File: config.mk
export PLATFORM = sky130hd
export DESIGN_NAME = pkt_route_ctrl
export DESIGN_NICKNAME = d
export VERILOG_FILES = /design/src/rtl/pkt_route_ctrl.sv
export SDC_FILE = /design/constraint.sdc
export NUM_CORES = 1
export LEC_CHECK = 0
export CAP_MARGIN = 25
export CORE_MARGIN = 4
export CORE_UTILIZATION = 28
export CTS_CLUSTER_SIZE = 30
export DETAILED_ROUTE_END_ITERATION = 12
export SLEW_MARGIN = 20
export SYNTH_ARGS = -nofsm -noshare
export SYNTH_HDL_FRONTEND = slang
export SYNTH_SLANG_ARGS = --single-unit
File: constraint.sdc
create_clock -name rdclock -period 4.8 [get_ports rdclock]
set_input_delay 1.44 -clock rdclock [delete_from_list [all_inputs] [get_ports rdclock]]
set_output_delay 1.44 -clock rdclock [all_outputs]
set_load 0.01 [all_outputs]
File: src/rtl/pkt_route_ctrl.sv
// Routes USB3 receive-cache words into the 24 channel RAMs (C/A, NAV, bulk)
// by parsing header words and sequencing payload into bank/address slots.
module pkt_route_ctrl #(
  parameter int unsigned CA_WORDS  = 32,
  parameter int unsigned NAV_WORDS = 10,
  parameter int unsigned BULK_MAX  = 256
) (
  input  logic        rdclock,
  input  logic        rst_n,
  input  logic [31:0] din,
  input  logic        din_valid,
  input  logic        frame_end,
  output logic [23:0] wren_out,
  output logic [7:0]  wraddr,
  output logic [31:0] wdata,
  output logic        pkt_done,
  output logic        hdr_err,
  output logic        short_err,
  output logic        bulk_ovf,
  output logic        busy
);

  localparam int unsigned CA_LAST  = 8 * CA_WORDS - 1;
  localparam int unsigned NAV_LAST = 8 * NAV_WORDS - 1;

  typedef enum logic [1:0] {ST_IDLE, ST_CA, ST_NAV, ST_BULK} state_t;

  state_t      state;
  logic [8:0]  cnt;
  logic [2:0]  bank_cnt;
  logic [7:0]  addr_cnt;
  logic [2:0]  bulk_idx;

  logic        is_hdr;
  logic [15:0] subtype;
  logic [7:0]  addr_last;
  logic [8:0]  cnt_last;
  logic [4:0]  ch_sel;

  // Header decode and per-state bank/address limits
  always_comb begin
    is_hdr    = (din & 32'hFF0000FF) == 32'hFF0000AA;
    subtype   = din[23:8];
    addr_last = 8'(CA_WORDS - 1);
    cnt_last  = 9'(CA_LAST);
    ch_sel    = 5'(bank_cnt);
    case (state)
      ST_NAV: begin
        addr_last = 8'(NAV_WORDS - 1);
        cnt_last  = 9'(NAV_LAST);
        ch_sel    = 5'd8 + 5'(bank_cnt);
      end
      ST_BULK: ch_sel = 5'd16 + 5'(bulk_idx);
      default: ;
    endcase
  end

  // Controller: state, counters and registered outputs
  always_ff @(posedge rdclock or negedge rst_n) begin
    if (!rst_n) begin
      state     <= ST_IDLE;
      cnt       <= '0;
      bank_cnt  <= '0;
      addr_cnt  <= '0;
      bulk_idx  <= '0;
      wren_out  <= '0;
      wraddr    <= '0;
      wdata     <= '0;
      pkt_done  <= 1'b0;
      hdr_err   <= 1'b0;
      short_err <= 1'b0;
      bulk_ovf  <= 1'b0;
      busy      <= 1'b0;
    end else begin
      wren_out  <= '0;
      wraddr    <= '0;
      wdata     <= '0;
      pkt_done  <= 1'b0;
      hdr_err   <= 1'b0;
      short_err <= 1'b0;
      case (state)
        ST_IDLE: begin
          if (din_valid && is_hdr) begin
            cnt      <= '0;
            bank_cnt <= '0;
            addr_cnt <= '0;
            case (subtype)
              16'h0000: begin
                state <= ST_CA;
                busy  <= 1'b1;
              end
              16'h000A: begin
                state <= ST_NAV;
                busy  <= 1'b1;
              end
              16'h0AAA: begin
                state    <= ST_BULK;
                busy     <= 1'b1;
                bulk_ovf <= 1'b0;
              end
              16'h00AA, 16'hAAAA: begin
                bulk_idx <= '0;
                pkt_done <= 1'b1;
              end
              default: hdr_err <= 1'b1;
            endcase
          end
        end
        ST_CA, ST_NAV: begin
          if (din_valid) begin
            wren_out <= 24'(1) << ch_sel;
            wraddr   <= addr_cnt;
            wdata    <= din;
            cnt      <= cnt + 9'd1;
            // Compare-and-subtract stepping of bank/address instead of division
            if (addr_cnt == addr_last) begin
              addr_cnt <= '0;
              bank_cnt <= bank_cnt + 3'd1;
            end else begin
              addr_cnt <= addr_cnt + 8'd1;
            end
          end
          // A final word arriving with frame_end still completes the packet
          if (din_valid && (cnt == cnt_last)) begin
            pkt_done <= 1'b1;
            state    <= ST_IDLE;
            busy     <= 1'b0;
          end else if (frame_end) begin
            short_err <= 1'b1;
            state     <= ST_IDLE;
            busy      <= 1'b0;
          end
        end
        ST_BULK: begin
          if (din_valid) begin
            if (cnt < 9'(BULK_MAX)) begin
              wren_out <= 24'(1) << ch_sel;
              wraddr   <= cnt[7:0];
              wdata    <= din;
              cnt      <= cnt + 9'd1;
            end else begin
              bulk_ovf <= 1'b1;
            end
          end
          if (frame_end) begin
            pkt_done <= 1'b1;
            bulk_idx <= bulk_idx + 3'd1;
            state    <= ST_IDLE;
            busy     <= 1'b0;
          end
        end
        default: begin
          state <= ST_IDLE;
          busy  <= 1'b0;
        end
      endcase
    end
  end

endmodule

Word-level counts from Yosys, hierarchy flattened
Index checks and enable logic that the tools add are counted.
W data, S select, Z words.
{"block": "classes", "addsub": 6, "mul": 0, "div": 0, "magnitude_cmp": 1, "n_eq_ne": 21, "shifts": 1, "mux": 57, "bitwise_logic": 0, "reduce_logical": 17}
{"operator": "$mux W32", "n": 3}
{"operator": "$mux W24", "n": 3}
{"operator": "$pmux W32 S2", "n": 1}
{"operator": "$mux W8", "n": 7}
{"operator": "$pmux W24 S2", "n": 1}
{"operator": "$mux W9", "n": 4}
{"operator": "$eq A16 B16 Y1 const B", "n": 2}
{"operator": "$pmux W8 S2", "n": 2}
{"operator": "$pmux W9 S3", "n": 1}
{"operator": "$shl A1 B5 Y24 const A", "n": 1}
{"operator": "$mux W3", "n": 6}
{"operator": "$mux W1", "n": 17}
{"operator": "$eq A16 B12 Y1 const B", "n": 1}
{"operator": "$eq A16 B4 Y1 const B", "n": 1}
{"operator": "$eq A16 B8 Y1 const B", "n": 1}
{"operator": "$logic_not A16 Y1", "n": 1}
{"operator": "$ne A2 B2 Y1 const B", "n": 8}
{"operator": "$pmux W2 S3", "n": 2}
{"operator": "$pmux W3 S2", "n": 2}
{"operator": "$reduce_and A4 Y1", "n": 3}
{"operator": "$pmux W5 S2", "n": 1}
{"operator": "$add A9 B1 Y9 const B", "n": 1}
{"operator": "$eq A9 B9 Y1", "n": 1}
{"operator": "$lt A9 B9 Y1 const B", "n": 1}
{"operator": "other kinds (22)", "n": 32}
{"block": "totals", "reg_bits": 94, "latchBits": 0, "mem_bits_rw": 0, "romBits": 0, "output_inout_bits": 69, "elab_cells": 116, "memories": 0}

Logic depth before layout (Yosys ltp)
Gate-level depths: netlist of run 1.
{"block": "logic_depth", "ltp_word": 6, "depth_mapped": 10}

Worst setup path after synthesis of run 1
No wires, ideal clock.
{"block": "synth_timing", "path_type": "input to register", "startpoint": "input port din[4]", "endpoint": "register bulk_idx[2]", "setup_ps": 131, "arrival_time_ps": 2702, "slack_ps": 1967, "stages": 6, "path_cell_list": "nand4b_4 > nor4b_4 > and2_2 > nand3_4 > and3_1 > or3_1"}
{"block": "synth_between", "elab_chain_cells": 4}
{"item": "from (decl)", "line": "10", "text": "input logic [31:0] din,"}
{"item": "$eq A16 B16 Y1", "line": "42", "text": "is_hdr = (din & 32'hFF0000FF) == 32'hFF0000AA;"}
{"item": "$logic_and A1 B1 Y1", "line": "83", "text": "if (din_valid && is_hdr) begin"}
{"item": "$ne A2 B2 Y1 (no line)"}
{"item": "$reduce_and A4 Y1 (no line)"}
{"item": "to (signal assigned)", "line": "147", "text": "bulk_idx <= bulk_idx + 3'd1;"}
{"item": "to (decl)", "line": "32", "text": "logic [2:0] bulk_idx;"}
Every way passes these cells.
A chain may end at the register's enable or synchronous reset.

Worst setup path after layout of run 1
{"block": "layout_timing", "startpoint": "input port din_valid", "endpoint": "register bank_cnt[2]"}
{"block": "layout_between", "elab_chain_cells": 3}
{"item": "from (decl)", "line": "11", "text": "input logic din_valid,"}
{"item": "$logic_and A1 B1 Y1", "line": "83"}
{"item": "$ne A2 B2 Y1 (no line)"}
{"item": "$reduce_and A4 Y1 (no line) *"}
{"item": "to (signal assigned)", "line": "118", "text": "bank_cnt <= bank_cnt + 3'd1;"}
{"item": "to (decl)", "line": "30", "text": "logic [2:0] bank_cnt;"}
Mark *: on every way between the ends. The rest lies on a longest branch, timed or not.

==> results of run 1 <==
[how the worst max path moves through the flow]
stage | from | to | slack, ps | cells after the start
global route | din_valid | bank_cnt[2] | 1480 | 7
CTS | din_valid | bank_cnt[2] | 1610 | 7
global placement | din_valid | bank_cnt[2] | 1310 | 7
floorplan | din[4] | bulk_idx[2] | 1970 | 6
detailed placement | din_valid | bulk_idx[2] | 1250 | 7
finish | din_valid | bank_cnt[2] | 1600 | 7
[where the power goes]
group / total (uW) / switching, uW / internal, uW / leakage (uW)
Clock: 711 / 303 / 408 / 0.000143
Sequential: 794 / 0.861 / 793 / 0.00128
Combinational: 62.0 / 31.7 / 30.4 / 0.00100
Total: 1570 / 336 / 1230 / 0.00242
[flip-flops by register name, summed over array words and instances, names as in the netlist]
signal and cells:
wren_out 24, hdr_err 1, bank_cnt 3, wraddr 8
bulk_idx 3, bulk_ovf 1, short_err 1, pkt_done 1
cnt 9, wdata 32, addr_cnt 8, state 2
busy 1
[metrics by stage]
stage	total power, uW	util	instance area (um^2)
after floorplan	816.6	-	4135
after global placement	870.7	0.3693	5346
after detailed placement	871.8	0.3693	5346
after CTS	1585	0.3898	5644
after global routing	1617	0.3898	5644
final	1566	0.3898	5644
[worst max-delay path, stage by stage]
cell	delay, ps
clkdlybuf4s50_1	620
nand4_2	180
o41ai_2	340
o221a_2	360
o21a_4	210
a21boi_0	90
o22a_1	180
[logic make-up (layout without fill, tap and decap cells)]
kind of cell	Yosys count	after routing	synth area share
AND/OR/NAND/NOR	191	191	0.2536
flip-flops	94	94	0.5688
multiplexers	3	3	0.007262
XOR/XNOR	8	8	0.01694
AO/OA/AOI/OAI	59	59	0.09683
adder cells (fa/ha/maj)	9	9	0.02723
buffers and inverters	24	134	0.02935
[layout make-up]
type                    instances  area (um^2)  area share
flip-flops and latches         94         2352      0.4168
clock buffers                  10        229.0     0.04057
multi-input cells             270         1662      0.2944
clock inverters                 6        68.82     0.01219
well taps                     184        230.2     0.04079
inverters                      11        41.29    0.007315
repair buffers                107         1061      0.1880
[placed cells by master, fill, tap and decap left out, drive strengths merged, types with 10 or more instances in the layout]
cell           instances
nor2                  54
inv                   13
and2                  36
clkdlybuf4s50        103
o21ai                 18
nand2                 44
dfrtp                 94
nand3                 12
a21oi                 11
clkbuf                10
[per-layer routing]
layer  GRT usage  part of all wire  wire length, um
met1      0.1569              0.43             4338
met2      0.2122              0.50             5051
met3     0.02514             0.051              511
met4     0.05012             0.021              209
met5           0                 0                0
==> summary.txt, run 1 <==
Setup path
  • Cells on worst reg2reg path: 7
  • Critical path arrival: 3430 ps
  • Flop-to-flop setup slack: about 2500 ps
  • Critical R2R Launch: state[1]
  • R2r endpoint: bank_cnt[2]
  • Biggest fanout along the worst timing path: 9
  • Critical path capture point type: flip-flop
  • Kind of launch point of the worst setup path: input pin
  • Worst EP required: roughly 5000 ps
  • Kind of critical path: input pin to flip-flop

Yosys
  • Ranking of synthesized cells by area: dfrtp_1, and2_1, nor2_1
  • Gate count of the mapped netlist: between 300 and 400
  • Average size of a mapped cell: 10.66 um^2
  • Seq/Total Area, Yosys: 0.5688
  • Post-synthesis instance area: between 0.004 and 0.005 mm^2
  • Commonest register cell after synthesis: dfrtp_1
  • Commonest cells post-synth: dfrtp_1, nor2_1, nand2_1, and2_1, o21ai_0
  • Synth warnings: 0
  • Total nets after synthesis: 433
  • Fraction of synthesized cell area taken by the top area cell type: 0.5688
  • Most common cell in the netlist: dfrtp_1
  • Flip-flop and latch count after synthesis: 94
  • Unique cell type count in the Yosys netlist: 62
  • Async set or reset register ratio after synthesis: 1.000
  • Top cell type by total area after synthesis: dfrtp_1
  • EDFF count, synth: 0

Clocking
  • Post-cts sizing count: 0
  • Total number of clock tree sinks: 94
  • Hold-fix buffers at CTS: 0
  • Clock latency at the later pin of the worst-skew pair: roughly 340 ps
  • CTS tree: yes
  • Clock edge transition at the registers on the reported setup and hold paths: around 60 ps
  • Post-CTS setup-driven buffer insertion count: 0
  • Clock buffers created by TritonCTS: 9
  • CTS Buffer Depth: 2
  • Root buffer selected by CTS: clkbuf_16
  • H-tree level count: 3

Global routing
  • First-pass GRT wire length: 16530 um
  • Leftover overflow at the end of global routing: 0
  • Maximum number of pins on one net before global-route repair: around 70
  • Vias in the first global route: ~3200
  • Total routing resource utilization after global routing: 0.1251
  • Number of antenna violations at the first check in global routing: 0

Layout
  • Number of nets in the final layout: 538
  • Fraction of layout instances using a drive strength above 1: 0.08032
  • Filler cell count in the final layout: around 1400
  • Synth-to-Final Area Change: 36.49%
  • Number of cells in the finished layout apart from fillers: between 600 and 700
  • Antenna diode count: 0

STA
  • RSZ-0062 raised after global routing: no
  • Final Cycle Share: 0.6668
  • Hold Fails Final Rpt: 0
  • Post-Route Setup TNS: 0 ps
  • Number of pins with negative max-slew slack in the final report: 0
  • Measured slew at the worst slew-check pin: 873.1 ps
  • Worst rel slew slack: 0.4179
  • Clock skew after layout: roughly 7.1 ps
  • Minimum clock period after layout: 3201 ps
  • Peak clock frequency supported by timing: 312.4 MHz
  • Hold_ws: slightly above 500 ps
  • Final setup violation count: 0
  • Post-layout worst setup margin: around 1600 ps

Detailed routing
  • Routed WL per cell: 14.82 um
  • Remaining antenna violation count after routing: 0
  • Total Routed Length: 10110 um
  • Number of DRC violations after detailed routing: 0
  • Router iterations before antenna repair: 5
  • Routed vias: ~3200
  • Via/cell ratio: between 4 and 5
  • Drt initial violations: 158

Place
  • Post-placement cell count: around 670
  • Pre-CTS setup slack: approximately 1200 ps
  • Routability congestion estimate: between 0.7 and 0.8
  • Number of port buffers: 104
  • Total half-perimeter wirelength after legalization and detailed placement: about 7500 um

Die
  • Count of standard-cell rows: 44
  • Initial Util: 0.2856
  • Width of the chip: between 100 and 150 um
  • Ports placed on the boundary: roughly 110
  • Placeable core area: between 0.01 and 0.015 mm^2
  • Die Y-Extent: 129.5 um
  • Area enclosed by the die boundary: approximately 0.017 mm^2

Power
  • Leakage power: around 0.0024 uW
  • P per Cell Area: about 280 mW/mm^2
  • IR drop worst, VDD: around 0.19 mV

Min path
  • Hold worst-path end: busy
  • Min-Delay Path Class: flip-flop to flip-flop
  • Worst hold start: busy
  • WHS Path Cells: 1

Outcome
  • Status: finished clean

Job
  • Total of max-cap violations: 0
Power figures use the tool's default switching activity.
==> run 2: changes to the inputs <==
==> constraint.sdc (replaced) <==
create_clock -name rdclock -period 2.62 [get_ports rdclock]
set_input_delay 0.786 -clock rdclock [delete_from_list [all_inputs] [get_ports rdclock]]
set_output_delay 0.786 -clock rdclock [all_outputs]
set_load 0.01 [all_outputs]
==> run 2 against run 1 <==
Effect of this change:
- wire length increased by 4.3%
- sequential share of layout area decreased by 2.1 points
- setup slack got worse by 1400 ps
- via count increased by 4.8%
- worst hold slack got worse by 230 ps
- clock skew increased by 3.7 ps
- die area unchanged
- critical path type unchanged
- highest routed layer unchanged
==> summary.txt, run 2 (same netlist as run 1, synthesis figures left out) <==
Outcome
  • Status: finished clean

Detailed routing
  • M1 WL: around 4600 um
  • Routed vias: 3305
  • Router iterations before antenna repair: 4
  • Remaining antenna violation count after routing: 0
  • Number of DRC violations after detailed routing: 0
  • Highest layer used for signal routing: met4
  • Via/cell ratio: about 4.6
  • Detailed-routed wire length on met3: around 580 um
  • Routed WL per cell: between 10 and 15 um
  • Total Routed Length: 10550 um
  • Routed met2 length: 5141 um
  • Drt initial violations: 157

Clocking
  • Root buffer selected by CTS: clkbuf_16
  • CTS Buffer Depth: 2
  • Total number of clock tree sinks: 94
  • Hold-fix buffers at CTS: 0
  • CTS tree: yes
  • Clock edge transition at the registers on the reported setup and hold paths: ~70 ps
  • H-tree level count: 3
  • Clock latency at the later pin of the worst-skew pair: ~350 ps
  • Post-CTS setup-driven buffer insertion count: 0
  • Post-cts sizing count: 0
  • Clock buffers created by TritonCTS: 9

Setup path
  • Critical Path Source: din[18]
  • Kind of critical path: input pin to flip-flop
  • Critical path capture point type: flip-flop
  • Biggest cell delay along the critical path: 430 ps
  • Critical path cell sequence: clkdlybuf4s50_1 -> nor4_1 -> buf_4 -> nand2_1 -> a21oi_2 -> nand3_4 -> and3_1 -> or3_1
  • Critical R2R Launch: state[0]
  • Worst EP required: between 2000 and 3000 ps
  • Capturing instance or port of the critical path: bulk_idx[2]
  • Flop-to-flop setup slack: around 440 ps
  • Critical path arrival: 2650 ps
  • R2r endpoint: state[0]
  • Cells on worst reg2reg path: 8
  • Slowest-stage cell, CP: clkdlybuf4s50_1
  • Kind of launch point of the worst setup path: input pin
  • Biggest fanout along the worst timing path: 7

Die
  • Initial Util: 0.2856
  • Die Y-Extent: about 130 um
  • Area enclosed by the die boundary: between 0.015 and 0.02 mm^2
  • Placeable core area: between 0.01 and 0.015 mm^2
  • Count of standard-cell rows: 44
  • Ports placed on the boundary: approximately 110
  • Width of the chip: roughly 130 um

STA
  • Clock skew after layout: ~11 ps
  • Worst rel slew slack: 0.7032
  • Measured slew at the worst slew-check pin: 445.2 ps
  • Minimum clock period after layout: about 2400 ps
  • Number of pins with negative max-slew slack in the final report: 0
  • Hold Fails Final Rpt: 0
  • Hold_ws: between 200 and 300 ps
  • Peak clock frequency supported by timing: 410.7 MHz
  • RSZ-0062 raised after global routing: no
  • Final setup violation count: 0
  • Post-Route Setup TNS: 0 ps
  • Final Cycle Share: 0.9294

Global routing
  • First-pass GRT wire length: roughly 17000 um
  • Number of antenna violations at the first check in global routing: 0
  • Vias in the first global route: approximately 3400
  • Total routing resource utilization after global routing: 0.1319
  • Maximum number of pins on one net before global-route repair: 37
  • Leftover overflow at the end of global routing: 0

Layout
  • Reg area: 0.002352 mm^2
  • Filler cell count in the final layout: around 1400
  • Layout Utilization: 0.4108
  • Multi-input gate area in the final layout: between 0.0015 and 0.002 mm^2
  • Antenna diode count: 0
  • Max FFs per register: 32
  • Fraction of layout instances using a drive strength above 1: 0.1442
  • Register with the highest flop count: wdata
  • Synth-to-Final Area Change: 43.84%
  • Commonest cells after routing, fill and taps aside: clkdlybuf4s50_1, dfrtp_1, nor2_1, nand2_1, buf_4
  • Biggest registers after layout: wdata: 32 flops, wren_out: 24 flops, cnt: 9 flops
  • Most common cell after layout, fill and taps aside: clkdlybuf4s50_1
  • Number of nets in the final layout: around 580

Job
  • Total of max-cap violations: 0

Min path
  • Min-Delay Path Class: input pin to asynchronous set/reset pin

Power
  • P per Cell Area: roughly 500 mW/mm^2
  • IR drop worst, VDD: around 0.23 mV
  • Leakage power: between 0.002 and 0.003 uW

Place
  • Total half-perimeter wirelength after legalization and detailed placement: 7932 um
  • Routability congestion estimate: just under 0.8
  • Number of port buffers: around 100
## run 2: how the worst min path moves through the flow
stage / to / slack (ps) / depth (start not counted)
2_1_floorplan: addr_cnt[7] / 470 / 1
3_3_place_gp: busy / 500 / 1
3_5_place_dp: busy / 520 / 1
4_1_cts: wdata[17] / 260 / 1
5_1_grt: wdata[17] / 270 / 1
6_report: wdata[14] / 270 / 1
## run 2: cell type report
cell class,count,share of cell area
inverter,11,0.006942
multi-input combinational,270,0.2793
clock inverter,5,0.01010
clock buffer,10,0.04018
timing repair buffer,144,0.2293
tap,184,0.03870
sequential,94,0.3955
## run 2: layer usage
| layer | track usage | up-vias |
|---|---|---|
| li1 | - | 1613 |
| met2 | 0.2186 | 76 |
| met1 | 0.1702 | 1596 |
| met3 | 0.02803 | 20 |
| met4 | 0.04951 | 0 |
| met5 | 0 | - |
## run 2: stage by stage
step           cells  instance area [um^2]  total power [uW]  worst slack [ps]
6_report         718                  5948              2904             185.0
5_1_grt          718                  5948              3018             84.94
4_1_cts          718                  5948              2941             166.2
3_5_place_dp     703                  5649              1621            -200.6
3_3_place_gp     703                  5649              1617            -149.0
2_1_floorplan    388                  4135              1496             441.0
## run 2: worst max-delay path, delay by kind of cell
family | cells | cell delay, ps
buf+inv | 2 | 600
compound gates | 1 | 220
simple gates | 5 | 1030
## run 2: power by group
group          switching, uW  total [uW]  internal, uW
Combinational           63.3         137          73.8
Clock                    551        1310           762
Sequential              1.71        1450          1450
==> run 3: changes to the inputs <==
==> constraint.sdc (replaced) <==
create_clock -name rdclock -period 2.4 [get_ports rdclock]
set_input_delay 0.72 -clock rdclock [delete_from_list [all_inputs] [get_ports rdclock]]
set_output_delay 0.72 -clock rdclock [all_outputs]
set_load 0.01 [all_outputs]
==> run 3 against run 2 <==
Effect of this change:
- non-clock buffer count is 13 higher
- sequential power up 9.7%
- core utilization is 0.97 points higher
- wire length is 1.0% higher
- setup slack worse by 85 ps
- die area is the same
- largest cell class unchanged
==> summary.txt, run 3 (same netlist as run 1, synthesis figures left out) <==
Outcome
  • Status: finished clean

Power
  • Total Power: roughly 3300 uW
  • P per Cell Area: ~540 mW/mm^2
  • Leakage power: approximately 0.0027 uW
  • IR drop worst, VDD: 0.2920 mV

Global routing
  • Maximum number of pins on one net before global-route repair: 33
  • Vias in the first global route: between 3000 and 4000
  • First-pass GRT wire length: 17300 um
  • Total routing resource utilization after global routing: 0.1303
  • Leftover overflow at the end of global routing: 0
  • Number of antenna violations at the first check in global routing: 0

Layout
  • Register with the highest flop count: wdata
  • Biggest registers after layout: wdata: 32 flops, wren_out: 24 flops, cnt: 9 flops
  • Design area: 0.006088 mm^2
  • Number of nets in the final layout: approximately 590
  • Antenna diode count: 0
  • Max FFs per register: 32
  • Commonest cells after routing, fill and taps aside: clkdlybuf4s50_1, dfrtp_1, nor2_1, buf_4, nand2_1
  • Number of cells in the finished layout apart from fillers: ~730
  • Fraction of layout instances using a drive strength above 1: 0.1679
  • Most common cell after layout, fill and taps aside: clkdlybuf4s50_1
  • Synth-to-Final Area Change: 47.23%

Clocking
  • Total number of clock tree sinks: 94
  • CTS tree: yes
  • Clock edge transition at the registers on the reported setup and hold paths: 70 ps
  • Clock buffers created by TritonCTS: 9
  • Clock latency at the later pin of the worst-skew pair: 340 ps
  • Post-CTS setup-driven buffer insertion count: 0
  • Root buffer selected by CTS: clkbuf_16
  • CTS Buffer Depth: 2
  • H-tree level count: 3

Detailed routing
  • Total Routed Length: roughly 11000 um
  • Number of DRC violations after detailed routing: 0
  • Router iterations before antenna repair: 4
  • Routed vias: 3351
  • Remaining antenna violation count after routing: 0
  • Routed WL per cell: around 15 um
  • Via/cell ratio: 4.578
  • Drt initial violations: about 180

Die
  • Die Y-Extent: around 130 um
  • Width of the chip: 129.5 um
  • Count of standard-cell rows: 44
  • Initial Util: 0.2856
  • Area enclosed by the die boundary: ~0.017 mm^2
  • Placeable core area: about 0.014 mm^2
  • Ports placed on the boundary: between 100 and 150

STA
  • Post-layout worst setup margin: roughly 100 ps
  • Peak clock frequency supported by timing: between 400 and 500 MHz
  • Hold Fails Final Rpt: 0
  • Measured slew at the worst slew-check pin: about 410 ps
  • Minimum clock period after layout: 2300 ps
  • Post-Route Setup TNS: 0 ps
  • Clock skew after layout: 7.200 ps
  • RSZ-0062 raised after global routing: no
  • Final setup violation count: 0
  • Final Cycle Share: 0.9583
  • Number of pins with negative max-slew slack in the final report: 0
  • Worst rel slew slack: 0.7268

Place
  • Total half-perimeter wirelength after legalization and detailed placement: between 8000 and 9000 um
  • Routability congestion estimate: between 0.8 and 0.9
  • Area of placed instances: 0.005747 mm^2
  • Number of port buffers: about 100
  • Post-placement cell count: approximately 720
  • Pre-CTS setup slack: -324.3 ps

Min path
  • Min-Delay Path Class: input pin to asynchronous set/reset pin

Setup path
  • Flop-to-flop setup slack: 180 ps
  • Critical path arrival: between 2000 and 3000 ps
  • Biggest fanout along the worst timing path: 6
  • R2r endpoint: pkt_done
  • Cells on worst reg2reg path: 8
  • Critical path capture point type: flip-flop
  • Critical R2R Launch: state[0]
  • Kind of critical path: input pin to flip-flop
  • Worst EP required: between 2000 and 3000 ps
  • Kind of launch point of the worst setup path: input pin

Job
  • Total of max-cap violations: 0
==> run 3: cell count changes in the layout (fill, tap and decap cells not counted), sizes merged <==
cell           change
buf               +13
bufinv             +1
clkdlybuf4s50      -1
clkinv             -3
clkinvlp           +1
dlymetal6s2s       +1
inv                +2
==> run 3: how the worst max path moves through the flow <==
stage | startpoint | endpoint | slack, ps | cells past startpoint
after global placement | din[18] | bulk_idx[2] | -260 | 8
after detailed placement | din[18] | bulk_idx[2] | -320 | 8
after CTS | din[18] | bulk_idx[2] | 30 | 8
after global routing | din_valid | wren_out[6] | 2 | 9
final | din[18] | bulk_idx[2] | 100 | 7
after floorplan | din[4] | bulk_idx[2] | 290 | 6
==> run 3: routing by layer <==
layer / wire [um] / vias up / part of all wire / global-route usage
met5: 0 / - / 0 / 0
met4: 202 / 0 / 0.019 / 0.05134
met3: 621 / 15 / 0.058 / 0.02308
met2: 5295 / 78 / 0.50 / 0.2229
met1: 4538 / 1623 / 0.43 / 0.1642
li1: - / 1635 / - / -
==> run 3: cell type report <==
| cell class | count | area (um^2) |
|---|---|---|
| clock buffer | 10 | 229.0 |
| fill | 1378 | 8391 |
| sequential | 94 | 2352 |
| inverter | 11 | 41.29 |
| timing repair buffer | 157 | 1464 |
| multi-input combinational | 270 | 1679 |
| clock inverter | 6 | 92.59 |
| tap | 184 | 230.2 |
==> run 3: worst max-delay path: stages <==
cell             delay [ps]
clkdlybuf4s50_1         460
and4bb_2                320
nand4_1                 150
a21oi_4                 220
nand3_4                 120
and3_1                  190
or3_1                   330
==> run 3: through the flow <==
step / util / hold slack [ps]
floorplan: - / 424.4
global placement: 0.3969 / 500.0
detailed placement: 0.3969 / 503.8
CTS: 0.4191 / 308.5
global route: 0.4205 / 334.4
finish: 0.4205 / 302.3
==> run 3: timing repair <==
| item | in CTS | in global routing |
|---|---|---|
| hold buffers | 0 | 0 |
| gates resized for setup | 0 | 5 |
| endpoints found under the setup margin | 0 | 3 |
==> run 3: power breakdown <==
part / leakage [uW] / total (uW) / switching (uW) / internal (uW)
registers: 0.00128 / 1590 / 1.69 / 1590
logic: 0.00126 / 158 / 71.0 / 86.6
clock network: 0.000150 / 1540 / 623 / 921
